## config.mk

```make
export PLATFORM = sky130hd
export DESIGN_NAME = float_round_pack_flat
export DESIGN_NICKNAME = d
export VERILOG_FILES = /design/src/rtl/float_round_pack_pkg.sv /design/src/rtl/float_round_pack_if.sv /design/src/rtl/float_round_inc.sv /design/src/rtl/float_round_pack.sv /design/src/flat_wrapper.sv
export SDC_FILE = /design/constraint.sdc
export NUM_CORES = 1
export LEC_CHECK = 0
export CAP_MARGIN = 20
export CORE_ASPECT_RATIO = 1.75
export CORE_UTILIZATION = 25
export DETAILED_ROUTE_END_ITERATION = 7
export RECOVER_POWER = 25
export SLEW_MARGIN = 20
export SYNTH_ARGS = -nofsm -noshare
export SYNTH_HDL_FRONTEND = slang
export SYNTH_SLANG_ARGS = --single-unit
```

## constraint.sdc

```tcl
create_clock -name clk -period 5.8 [get_ports clk]
set_input_delay 1.16 -clock clk [delete_from_list [all_inputs] [get_ports clk]]
set_output_delay 1.16 -clock clk [all_outputs]
set_load 0.05 [all_outputs]
```

## src/rtl/float_round_pack_pkg.sv

```systemverilog
// Shared types and constants for the binary32 round/pack stage and its helpers.
package float_round_pack_pkg;

  localparam int          BIAS       = 127;
  localparam int          SHIFT_MAX  = 26;
  localparam logic [7:0]  EXP_INF    = 8'hFF;
  localparam logic [30:0] MAX_FINITE = 31'h7F7FFFFF;
  localparam logic [31:0] CANON_NAN  = 32'h7FC00000;

  typedef enum logic [2:0] {
    RM_RNE = 3'b000,
    RM_RTZ = 3'b001,
    RM_RDN = 3'b010,
    RM_RUP = 3'b011,
    RM_RMM = 3'b100
  } rm_e;

  typedef struct packed {
    logic nv;
    logic dz;
    logic of;
    logic uf;
    logic nx;
  } fflags_t;

endpackage

```

## src/rtl/float_round_pack_if.sv

```systemverilog
// Result-bundle handshake between an FPU op unit, the round/pack stage and writeback.
interface float_round_pack_if;
  logic        valid_in;
  logic        ready_out;
  logic [23:0] man_in;
  logic [9:0]  exp_in;
  logic        sgn_in;
  logic        round_bit;
  logic        sticky_bit;
  logic        skip_round;
  logic        IV;
  logic        DZ;
  logic [2:0]  rm;
  logic        valid_out;
  logic        ready_in;
  logic [31:0] float_out;
  logic [4:0]  fflags;

  modport slave (
    input  valid_in, man_in, exp_in, sgn_in, round_bit, sticky_bit,
           skip_round, IV, DZ, rm, ready_in,
    output ready_out, valid_out, float_out, fflags
  );

  modport master (
    output valid_in, man_in, exp_in, sgn_in, round_bit, sticky_bit,
           skip_round, IV, DZ, rm, ready_in,
    input  ready_out, valid_out, float_out, fflags
  );
endinterface

```

## src/rtl/float_round_inc.sv

```systemverilog
// Round-increment decision from rounding mode, sign, LSB and round/sticky bits.
module float_round_inc
  import float_round_pack_pkg::*;
(
  input  logic [2:0] rm,
  input  logic       sgn,
  input  logic       lsb,
  input  logic       r,
  input  logic       s,
  output logic       inc
);

  // Reserved encodings fall through to round-to-nearest-even.
  always_comb begin
    inc = r & (s | lsb);
    case (rm_e'(rm))
      RM_RTZ:  inc = 1'b0;
      RM_RDN:  inc = sgn & (r | s);
      RM_RUP:  inc = ~sgn & (r | s);
      RM_RMM:  inc = r;
      default: inc = r & (s | lsb);
    endcase
  end

endmodule

```

## src/rtl/float_round_pack.sv

```systemverilog
// Two-stage binary32 finisher: denormalise, then round, saturate and pack with flags.
module float_round_pack #(
  parameter int BIAS      = float_round_pack_pkg::BIAS,
  parameter int SHIFT_MAX = float_round_pack_pkg::SHIFT_MAX
) (
  input  logic              clk,
  input  logic              reset,
  float_round_pack_if.slave bus
);
  import float_round_pack_pkg::*;

  logic        v1, v2, adv2, accept;
  logic [23:0] m1;
  logic [7:0]  e1;
  logic        r1, s1, tiny1, ovf1, sgn1, skip1, iv1, dz1;
  logic [2:0]  rm1;
  logic [31:0] out_q;
  fflags_t     flags_q;

  assign adv2          = ~v2 | bus.ready_in;
  assign bus.ready_out = ~v1 | adv2;
  assign accept        = bus.valid_in & bus.ready_out;
  assign bus.valid_out = v2;
  assign bus.float_out = out_q;
  assign bus.fflags    = flags_q;

  logic signed [10:0] e_s, sh_full;
  logic [10:0]        sh;
  logic               den;
  logic [50:0]        shifted;

  assign e_s     = $signed({bus.exp_in[9], bus.exp_in}) + $signed(11'(BIAS));
  assign den     = (e_s <= 11'sd0);
  assign sh_full = 11'sd1 - e_s;
  assign sh      = (sh_full > $signed(11'(SHIFT_MAX))) ? 11'(SHIFT_MAX) : sh_full;
  // Room below the round bit collects every discarded bit for the sticky OR.
  assign shifted = {bus.man_in, bus.round_bit, 26'd0} >> sh;

  always_ff @(posedge clk or negedge reset) begin
    if (!reset) begin
      v1 <= 1'b0; m1 <= '0; e1 <= '0; r1 <= 1'b0; s1 <= 1'b0;
      tiny1 <= 1'b0; ovf1 <= 1'b0; sgn1 <= 1'b0; skip1 <= 1'b0;
      iv1 <= 1'b0; dz1 <= 1'b0; rm1 <= '0;
    end else begin
      if (bus.ready_out) v1 <= bus.valid_in;
      if (accept) begin
        sgn1 <= bus.sgn_in; rm1 <= bus.rm; skip1 <= bus.skip_round;
        iv1  <= bus.IV;     dz1 <= bus.DZ;
        if (bus.skip_round) begin
          m1 <= bus.man_in; r1 <= 1'b0; s1 <= 1'b0;
          e1 <= bus.exp_in[7:0]; tiny1 <= 1'b0; ovf1 <= 1'b0;
        end else if (den) begin
          m1 <= shifted[50:27]; r1 <= shifted[26];
          s1 <= (|shifted[25:0]) | bus.sticky_bit;
          e1 <= 8'd0; tiny1 <= 1'b1; ovf1 <= 1'b0;
        end else begin
          m1 <= bus.man_in; r1 <= bus.round_bit; s1 <= bus.sticky_bit;
          e1 <= e_s[7:0]; tiny1 <= 1'b0; ovf1 <= (e_s >= 11'sd255);
        end
      end
    end
  end

  logic        inc;
  logic [24:0] m_sum;
  logic [8:0]  exp_r;
  logic [22:0] frac_r;
  logic [30:0] ovf_mag;
  logic [31:0] result;
  fflags_t     flags;

  float_round_inc u_inc (
    .rm(rm1), .sgn(sgn1), .lsb(m1[0]), .r(r1), .s(s1), .inc(inc)
  );

  assign m_sum = {1'b0, m1} + {24'd0, inc};

  always_comb begin
    exp_r  = {1'b0, e1};
    frac_r = m_sum[22:0];
    if (m_sum[24]) begin
      exp_r  = {1'b0, e1} + 9'd1;
      frac_r = m_sum[23:1];
    end else if (e1 == 8'd0 && m_sum[23]) begin
      exp_r = 9'd1;   // subnormal rounded up into the smallest normal
    end
    ovf_mag = {EXP_INF, 23'd0};
    case (rm_e'(rm1))
      RM_RTZ:  ovf_mag = MAX_FINITE;
      RM_RDN:  ovf_mag = sgn1 ? {EXP_INF, 23'd0} : MAX_FINITE;
      RM_RUP:  ovf_mag = sgn1 ? MAX_FINITE : {EXP_INF, 23'd0};
      default: ovf_mag = {EXP_INF, 23'd0};
    endcase
    flags    = '0;
    flags.nv = iv1;
    flags.dz = dz1;
    if (skip1) begin
      result = {sgn1, e1, m1[22:0]};
    end else begin
      flags.of = ovf1 | (exp_r >= 9'd255);
      flags.nx = r1 | s1 | flags.of;
      flags.uf = tiny1 & flags.nx;
      result   = flags.of ? {sgn1, ovf_mag} : {sgn1, exp_r[7:0], frac_r};
    end
  end

  always_ff @(posedge clk or negedge reset) begin
    if (!reset) begin
      v2      <= 1'b0;
      out_q   <= '0;
      flags_q <= '0;
    end else if (adv2) begin
      v2 <= v1;
      if (v1) begin
        out_q   <= result;
        flags_q <= flags;
      end
    end
  end

endmodule

```

## src/flat_wrapper.sv

```systemverilog
// flat-port wrapper written by rule: the top's interface ports become plain ports
module float_round_pack_flat import float_round_pack_pkg::*;
#(
  parameter int BIAS      = float_round_pack_pkg::BIAS,
  parameter int SHIFT_MAX = float_round_pack_pkg::SHIFT_MAX
)
  (clk, reset, bus_valid_in, bus_man_in, bus_exp_in, bus_sgn_in, bus_round_bit, bus_sticky_bit, bus_skip_round, bus_IV, bus_DZ, bus_rm, bus_ready_in, bus_ready_out, bus_valid_out, bus_float_out, bus_fflags);
  float_round_pack_if bus_i ();
  input  logic clk;
  input  logic reset;
  input wire logic [$bits(bus_i.valid_in)-1:0] bus_valid_in;
  input wire logic [$bits(bus_i.man_in)-1:0] bus_man_in;
  input wire logic [$bits(bus_i.exp_in)-1:0] bus_exp_in;
  input wire logic [$bits(bus_i.sgn_in)-1:0] bus_sgn_in;
  input wire logic [$bits(bus_i.round_bit)-1:0] bus_round_bit;
  input wire logic [$bits(bus_i.sticky_bit)-1:0] bus_sticky_bit;
  input wire logic [$bits(bus_i.skip_round)-1:0] bus_skip_round;
  input wire logic [$bits(bus_i.IV)-1:0] bus_IV;
  input wire logic [$bits(bus_i.DZ)-1:0] bus_DZ;
  input wire logic [$bits(bus_i.rm)-1:0] bus_rm;
  input wire logic [$bits(bus_i.ready_in)-1:0] bus_ready_in;
  output wire logic [$bits(bus_i.ready_out)-1:0] bus_ready_out;
  output wire logic [$bits(bus_i.valid_out)-1:0] bus_valid_out;
  output wire logic [$bits(bus_i.float_out)-1:0] bus_float_out;
  output wire logic [$bits(bus_i.fflags)-1:0] bus_fflags;
  assign bus_i.valid_in = bus_valid_in;
  assign bus_i.man_in = bus_man_in;
  assign bus_i.exp_in = bus_exp_in;
  assign bus_i.sgn_in = bus_sgn_in;
  assign bus_i.round_bit = bus_round_bit;
  assign bus_i.sticky_bit = bus_sticky_bit;
  assign bus_i.skip_round = bus_skip_round;
  assign bus_i.IV = bus_IV;
  assign bus_i.DZ = bus_DZ;
  assign bus_i.rm = bus_rm;
  assign bus_i.ready_in = bus_ready_in;
  assign bus_ready_out = bus_i.ready_out;
  assign bus_valid_out = bus_i.valid_out;
  assign bus_float_out = bus_i.float_out;
  assign bus_fflags = bus_i.fflags;
  float_round_pack #(.BIAS(BIAS), .SHIFT_MAX(SHIFT_MAX)) u_core (.clk(clk), .reset(reset), .bus(bus_i));
endmodule
```

==> flow_summary.ini <==
[route]
first_pass_iters = 7
routed_wl_um = 31000
drcViolationCount = 0
antenna_left = 0
dr.first_iter.drc_count = 663
routed_via_density = 5.57
routedWlPerCell_um = 20.1
vias = 8587

[synthesis]
syn_area_per_cell_um2 = 7.34
synth-edff-count = 0
synthTopCellsByArea = dfrtp_1 (27%), nand2_1 (7.8%), o21ai_0 (6.5%), a21oi_1 (6.1%), nor2_1 (4.8%)
synth_compound_area_frac = 0.307
synthSimpleGateAreaFrac = 0.265
synth_top_area_cell = dfrtp_1
async_flop_share = 1.00
synth_xor_area_frac = 0.0175
ys_seq_area_frac = 0.273
netlist_instances = 1025
synth_commonest_cells = nand2_1 (156), o21ai_0 (97), nor2_1 (96)
synth_top_area_frac = 0.273
synth.most_common_cell = nand2_1
synth_top_family_by_area = compound AO/OA/AOI/OAI gates
synth-seq-cells = 82
synth_area_mm2 = 0.00752
yosysUniqueCellTypes = 80
yosys_most_used_dff = dfrtp_1
synth.mux.area_fraction = 0.0707
synth_fa_ha_area_frac = 0.0133
synth-warning-count = 0
syn_nets = 1080

[hold_path]
min_path_type = register to register
hold_depth = 2
min_to = u_core.bus.fflags[1]
hp-start = u_core.bus.fflags[1]

[power]
power.density_mw_per_mm2 = 259
finalPower_mw = 2.50
ir_drop_v = 0.000164
p_leak_nw = 3.79

[setup_path]
worst-path-buf-inv = 2
criticalPathCategory = primary input to register
slowest_stage = or4_1
cp-end-kind = register
r2r_cells = 20
crit_required_ns = 6.07
ff2ff_setup_slack_ns = 0.73
worstPathCellList = clkdlybuf4s50_1, buf_4, or4_1, and3_1, o311a_1, nand2_1, a32o_1, a31o_2, a21oi_1, a21oi_1, o2bb2ai_1, o21ai_0, nor4bb_1, and3_1, o221ai_2
worstPathMaxFanout = 13
r2r_end = u_core.bus.float_out[21]
cp_slowest_stage_delay_ns = 0.66
r2r_start = u_core.rm1[1]
arrival_ns = 5.80
cp_top_family = compound AO/OA/AOI/OAI gates
start_kind = primary input

[timing]
whs_ns = 0.474
final_max_slew_viol_count = 83
tns_ns = 0
rsz0062_at_grt = no
hold_violations = 0
period_needed_ns = 5.53
fin_ws_ns = 0.271
setup_viol = 0
timing.slew.headroom = -1.83
worst_pin_slew_ns = 4.25
max_freq_ghz = 0.181
clock_skew_ns = 0.00506
fin_crit_sh = 0.953

[cells_and_area]
fin_cells = 1543
diodes = 0
area_delta_synth_final_pct = 28.5
n_fill_cell = 3182
layout.nets = 1211
drive_gt1_frac = 0.153
final_area_mm2 = 0.00967
final_util = 0.328

[floorplan]
core_mm2 = 0.0295
io_pins = 86
initial_utilization = 0.255
dieArea_mm2 = 0.0308
die_w_um = 133
die_y_um = 231
row_count = 83

[grt]
grt_start_max_net_pins = 83
grt_remaining_overflow = 0
antenna_found_initial = 0
grt_first_pass_wirelength_um = 47900
first_global_vias = 8488
grt.total_usage = 0.202

[cts]
cts_tree = built
cts_made_buffers = 9
ctsLongestPathBuffers = 2
cts_resized = 0
root_buffer = clkbuf_16
clock_latency_ns = 0.35
post-cts-setup-buffers = 0
cts_hold_buf = 0
path_clk_slew_ns = 0.06
clkSinkCount = 82
htreeDepth = 3

[place]
dpl.cell_count = 1527
place_hpwl_um = 24700
gp_congestion = 1.00
post-place-ws_ns = 0.0521
place_area_mm2 = 0.00940
io_buffers = 85

[run]
cap_violations = 1

[status]
failed_checks = max-capacitance violations, max-slew violations
status = complete, but fails checks
## placed cells by master, fill, tap and decap left out, types with 8 or more instances in the layout
cell,Yosys,layout
nor4_1,11,11
nor2_1,96,96
inv_1,20,20
a32oi_1,8,8
mux2i_1,25,25
nand3_1,48,48
clkdlybuf4s50_1,0,84
ha_1,8,8
o31ai_1,9,9
clkbuf_16,0,9
a221oi_1,15,15
dfrtp_1,82,82
o21ai_0,97,96
a31oi_1,15,15
a21oi_1,91,91
nand4_1,11,11
nand2b_1,9,9
a22oi_1,8,8
a21o_1,8,8
buf_4,1,110
o22ai_1,19,19
a211oi_1,15,15
mux2_2,19,19
nand2_1,156,154
and3_1,11,11
xnor2_1,8,8
and2_1,18,18
nor3_1,19,19
## worst min-delay path, stage by stage, from the launching register on
cell and delay [ns]:
dfrtp_1 0.34, nand2_1 0.04, o21ai_0 0.06
## flip-flops by register name, summed over array words and instances, names as in the netlist
name / cells
u_core.rm1: 3
u_core.bus.fflags: 5
u_core.bus.valid_out: 1
u_core.iv1: 1
u_core.v1: 1
u_core.sgn1: 1
u_core.e1: 8
u_core.s1: 1
u_core.bus.float_out: 32
u_core.r1: 1
u_core.skip1: 1
u_core.m1: 24
u_core.ovf1: 1
u_core.tiny1: 1
u_core.dz1: 1
## metal layers
metal  up-vias  routed length, um  track usage  share of wire
li1       4062                  -            -              -
met1      4062              11100        0.203           0.36
met2       342              16100        0.373           0.52
met3       121               1230       0.0221          0.040
met4         0               2530        0.167          0.082
met5         -                  0            0              0
## power by group
group	switching, mW	internal, mW	total (mW)
Clock	0.225	0.299	0.524
Sequential	0.0967	0.683	0.780
Combinational	0.765	0.433	1.20
Total	1.09	1.41	2.50
## layout make-up
class	count	area, um^2	area share
flip-flops and latches	82	2050	0.212
repair buffers	197	1710	0.177
multi-input cells	846	5080	0.525
clock inverters	5	30.0	0.00311
inverters	20	75.1	0.00777
clock buffers	11	243	0.0251
well taps	382	478	0.0494
## how the worst max path moves through the flow
stage	startpoint	end	slack (ns)	cells after the start
finish	bus_exp_in[1]	u_core.s1	0.27	15
global route	bus_exp_in[1]	u_core.s1	0.07	22
CTS	bus_exp_in[0]	u_core.s1	0.41	21
detailed placement	bus_exp_in[0]	u_core.s1	0.05	21
global placement	bus_exp_in[1]	u_core.s1	0.07	15
floorplan	bus_exp_in[0]	u_core.s1	0.07	26
## cells by family (layout without fill, tap and decap cells)
logic type	count (synthesis)	after routing
AOI/OAI and AO/OA	355	355
xor gates and xnor gates	15	15
adders and majority gates	8	8
buffers and inverters	97	233
DFF	82	82
muxes	47	47
and+or+nand+nor	421	421
(Power assumes the default switching activity.)
